--- src/rtl/shift_reg_seq.sv ---
// Universal shift register engine: clear/load/shift/rotate with a command
// handshake. Multi-bit shifts execute one bit per clock.
module shift_reg_seq #(
  parameter int WIDTH = 8,
  parameter int AMT_W = 4
) (
  input  logic             clk,
  input  logic             reset,
  input  logic             cmd_valid,
  output logic             cmd_ready,
  input  logic [2:0]       cmd_op,
  input  logic [AMT_W-1:0] cmd_amt,
  input  logic [WIDTH-1:0] d_in,
  input  logic             s_in,
  output logic [WIDTH-1:0] reg_out,
  output logic             s_out,
  output logic             busy,
  output logic             done
);

  localparam logic [2:0] OP_CLR  = 3'b000;
  localparam logic [2:0] OP_LOAD = 3'b001;
  localparam logic [2:0] OP_LSR  = 3'b010;
  localparam logic [2:0] OP_LSL  = 3'b011;
  localparam logic [2:0] OP_ASR  = 3'b100;
  localparam logic [2:0] OP_SLL  = 3'b101;
  localparam logic [2:0] OP_ROR  = 3'b110;
  localparam logic [2:0] OP_ROL  = 3'b111;

  typedef enum logic {IDLE = 1'b0, SHIFT = 1'b1} state_t;

  // latched shift command: op plus remaining step count
  typedef struct packed {
    logic [2:0]       op;
    logic [AMT_W-1:0] count;
  } shift_cmd_t;

  state_t           state, state_nxt;
  shift_cmd_t       cur, cur_nxt;
  logic [WIDTH-1:0] reg_nxt, step_reg;
  logic             s_out_nxt, done_nxt, step_bit;

  assign cmd_ready = (state == IDLE);
  assign busy      = (state == SHIFT);

  // single-bit step of the latched op and the bit that leaves the register
  always_comb begin
    step_reg = reg_out;
    step_bit = s_out;
    case (cur.op)
      OP_LSR: begin step_reg = {1'b0, reg_out[WIDTH-1:1]};          step_bit = reg_out[0];       end
      OP_LSL: begin step_reg = {reg_out[WIDTH-2:0], 1'b0};          step_bit = reg_out[WIDTH-1]; end
      OP_ASR: begin step_reg = {reg_out[WIDTH-1], reg_out[WIDTH-1:1]}; step_bit = reg_out[0];    end
      OP_SLL: begin step_reg = {reg_out[WIDTH-2:0], s_in};          step_bit = reg_out[WIDTH-1]; end
      OP_ROR: begin step_reg = {reg_out[0], reg_out[WIDTH-1:1]};    step_bit = reg_out[0];       end
      OP_ROL: begin step_reg = {reg_out[WIDTH-2:0], reg_out[WIDTH-1]}; step_bit = reg_out[WIDTH-1]; end
      default: ;
    endcase
  end

  // next state: accept in IDLE, step and count down in SHIFT
  always_comb begin
    state_nxt = state;
    cur_nxt   = cur;
    reg_nxt   = reg_out;
    s_out_nxt = s_out;
    done_nxt  = 1'b0;
    case (state)
      IDLE: begin
        if (cmd_valid) begin
          if (cmd_op == OP_CLR) begin
            reg_nxt  = '0;
            done_nxt = 1'b1;
          end else if (cmd_op == OP_LOAD) begin
            reg_nxt  = d_in;
            done_nxt = 1'b1;
          end else if (cmd_amt == '0) begin
            done_nxt = 1'b1;
          end else begin
            state_nxt     = SHIFT;
            cur_nxt.op    = cmd_op;
            cur_nxt.count = cmd_amt;
          end
        end
      end
      SHIFT: begin
        reg_nxt       = step_reg;
        s_out_nxt     = step_bit;
        cur_nxt.count = cur.count - AMT_W'(1);
        if (cur.count == AMT_W'(1)) begin
          state_nxt = IDLE;
          done_nxt  = 1'b1;
        end
      end
      default: state_nxt = IDLE;
    endcase
  end

  // state and datapath registers, async active-low clear
  always_ff @(posedge clk or negedge reset) begin
    if (!reset) begin
      state   <= IDLE;
      cur     <= '0;
      reg_out <= '0;
      s_out   <= 1'b0;
      done    <= 1'b0;
    end else begin
      state   <= state_nxt;
      cur     <= cur_nxt;
      reg_out <= reg_nxt;
      s_out   <= s_out_nxt;
      done    <= done_nxt;
    end
  end

endmodule

--- config.mk ---
export PLATFORM = sky130hd
export DESIGN_NAME = shift_reg_seq
export DESIGN_NICKNAME = d
export VERILOG_FILES = /design/src/rtl/shift_reg_seq.sv
export SDC_FILE = /design/constraint.sdc
export NUM_CORES = 1
export LEC_CHECK = 0
export CAP_MARGIN = 20
export CORE_MARGIN = 5
export CORE_UTILIZATION = 46
export CTS_CLUSTER_DIAMETER = 120
export DETAILED_ROUTE_END_ITERATION = 7
export MAX_ROUTING_LAYER = met4
export PLACE_DENSITY = 0.82
export SLEW_MARGIN = 5
export SYNTH_ARGS = -nofsm -noshare
export SYNTH_HDL_FRONTEND = slang
export SYNTH_SLANG_ARGS = --single-unit
--- constraint.sdc ---
create_clock -name clk -period 1.7 [get_ports clk]
set_input_delay 0.255 -clock clk [delete_from_list [all_inputs] [get_ports clk]]
set_output_delay 0.255 -clock clk [all_outputs]
set_load 0.005 [all_outputs]
==> reports/qor.yml <==
clock_network:
  clock-sinks: 18
  clkLatencyLatePin_ps: 290
  cts-resized-gates: 0
  clk_root_buffer_cell: "clkbuf_4"
  tritoncts: "built"
  cts_hold_buffers: 0
  clk_pin_slew_ps: 100
  h-tree-depth: 1
  cts_setup_buffers: 0
  numCtsBuffers: 3
  cts_max_path_buffers: 2
timing:
  fin_worst_skew_ps: 1.27
  hold_viol: 0
  slew_headroom: 0.755
  holdWs_ps: 294
  setup_viol: 0
  tightest_slew_ps: 364
  slew_viol_final: 0
  fmax_mhz: 618
  min_period_ps: 1620
  rsz0062_at_grt: "no"
  finalCritPeriodShare: 0.952
worst_setup_path:
  critPathKind: "input pin to flop"
  r2r_cells: 4
  r2r_end: "reg_out[1]"
  crit_fanout: 4
  critPathRequiredTime_ps: 1880
  worst_ep_arrival_time_ps: 1800
  rrSetupSlack_ps: 170
  cp-end-kind: "flop"
  worstSetupStartpoint: "cmd_amt[2]"
  worst_setup_path_start_kind: "input pin"
  r2r-start: "cur[5]"
pwr:
  p_comb_frac: 0.568
  powerDensity_nw_per_um2: 1760
  switching_share: 0.399
  ir_drop_v: 0.000877
  p_leak_nw: 0.639
  seqPwrFrac: 0.351
  p_switching_mw: 1.04
  p_clk_frac: 0.081
  p_int_mw: 1.57
route:
  vias: 937
  wire_per_inst_um: 16.4
  drt-total-wl_mm: 2.74
  drt_iter0_drc: 36
  routed_via_density: 5.61
  drc_errors: 0
  dr.pass1.iters: 6
  drtAntennaViolNets: 0
floorplan:
  core_area_um2: 2190
  rows: 17
  start_util: 0.477
  ios: 31
  die_area_um2: 3330
  fp.dieW_um: 57.7
  die_y_um: 57.7
synthesis:
  synth_fp_nets: 118
  synth_area_um2: 1050
  post-synth-top-count-cell: "dfrtp_1"
  ys_seq_elements: 18
  ys.flop_type: "dfrtp_1"
  yosys-top-cells-count: "dfrtp_1, a21oi_1, nor2_1, a22oi_1, mux2_1"
  synth_edf_count: 0
  yosysWarnings: 0
  synth_cell_type_count: 32
  synth_cells: 97
  yosys.area.top_type: "dfrtp_1"
  async_flop_share: 1.00
  yosysSeqAreaShare: 0.431
  synth_top_area_frac: 0.431
  synth.area.top_cells: "dfrtp_1, mux2_1, a21oi_1"
  syn_avg_cell_area_um2: 10.8
grt:
  grt_max_degree: 19
  grt_pass1_wl_mm: 4.68
  antenna_found_initial: 0
  grt-ovfl-total: 0
  globalRouteTotalUtil: 0.187
  grt_pass1_vias: 967
final_layout:
  final_area_um2: 1480
  antenna_cells: 0
  nNetsFinal: 162
  fillCellCount: 162
  area_growth_pct: 41.6
  drive_gt1_frac: 0.187
placed_design:
  hpwl_mm: 2.08
  gp_congestion: 0.759
  place_area_um2: 1450
  io_buffer_count: 30
hold_path:
  hp-class: "input pin to asynchronous set/reset pin"
run_status:
  status: "completed"
run:
  cap_violations: 0
==> metal layers <==
| layer | vias to the layer above | track usage | wire, um |
|---|---|---|---|
| met3 | 6 | 0.0267 | 123 |
| met5 | - | - | 0 |
| met1 | 447 | 0.231 | 1170 |
| met2 | 37 | 0.302 | 1400 |
| met4 | 0 | 0.0828 | 55 |
| li1 | 447 | - | - |
==> sequential cells by signal, summed over array words and instances, names as in the netlist <==
name     cells
reg_out      8
done         1
busy         1
cur          7
s_out        1
==> cell type report <==
class,instances,area [um2],share of cell area
Multi-Input combinational cell,70,557,0.376
Sequential cell,18,450,0.304
Timing Repair Buffer,43,398,0.269
Tap cell,28,35.0,0.0236
Clock buffer,3,22.5,0.0152
Inverter,5,18.8,0.0127
==> critical path: stages <==
cell and delay (ps):
clkdlybuf4s50_1 500, nor4_1 80, or3b_1 380, buf_4 170
nor2_8 110, mux2_4 310
==> cell usage in the layout (no fill, tap or decap) <==
cell type,instances
o21ai_0,2
dfrtp_1,18
o21ai_4,1
a22oi_1,7
nor4_1,1
o22ai_1,1
clkbuf_4,3
o31ai_2,1
a21oi_1,12
nor2_8,1
o21ai_1,1
inv_2,1
nand2_1,2
nor2_1,11
a32o_1,1
clkdlybuf4s50_1,30
mux2i_1,3
ha_1,2
and2b_1,1
mux2_1,7
a221oi_1,1
inv_1,4
buf_4,13
a21o_1,1
nand4b_1,1
a221oi_2,3
nand2b_1,1
xnor2_1,2
mux2_4,3
nor3_1,2
o32a_1,1
or3b_1,1
==> through the flow <==
stage	TNS (ps)	std cells	power [mW]	worst slack [ps]	utilization
2_1_floorplan	0	97	1.76	302	-
3_3_place_gp	-979	164	2.30	-177	0.662
3_5_place_dp	-1180	164	2.38	-219	0.662
4_1_cts	0	167	2.59	44.5	0.673
5_1_grt	0	167	2.83	34.9	0.676
6_report	0	167	2.61	82.1	0.676
==> power by group through the flow <==
stage | registers, mW | clock network (mW) | logic (mW)
final | 0.916 | 0.212 | 1.48
after global placement | 0.888 | 0 | 1.42
after global routing | 0.948 | 0.239 | 1.64
after detailed placement | 0.902 | 0 | 1.48
after floorplan | 0.862 | 0 | 0.899
after CTS | 0.893 | 0.219 | 1.48
==> kinds of logic (layout without fill, tap and decap cells) <==
family	after synthesis	after routing	share of synthesized area
fa+ha+maj	2	2	0.0239
xor+xnor	2	2	0.0167
buf+inv	9	51	0.0443
flops	18	18	0.431
compound gates	32	32	0.226
mux	13	13	0.147
simple gates	21	21	0.111
==> worst max-delay path by stage <==
stage	to	slack, ps	cells past startpoint
3_3_place_gp	cur[6]	-180	6
4_1_cts	cmd_ready	40	2
2_1_floorplan	reg_out[3]	300	4
6_report	cur[5]	80	6
3_5_place_dp	cur[5]	-220	6
5_1_grt	cmd_ready	30	2
No activity file was read; power rests on OpenSTA's default activity.
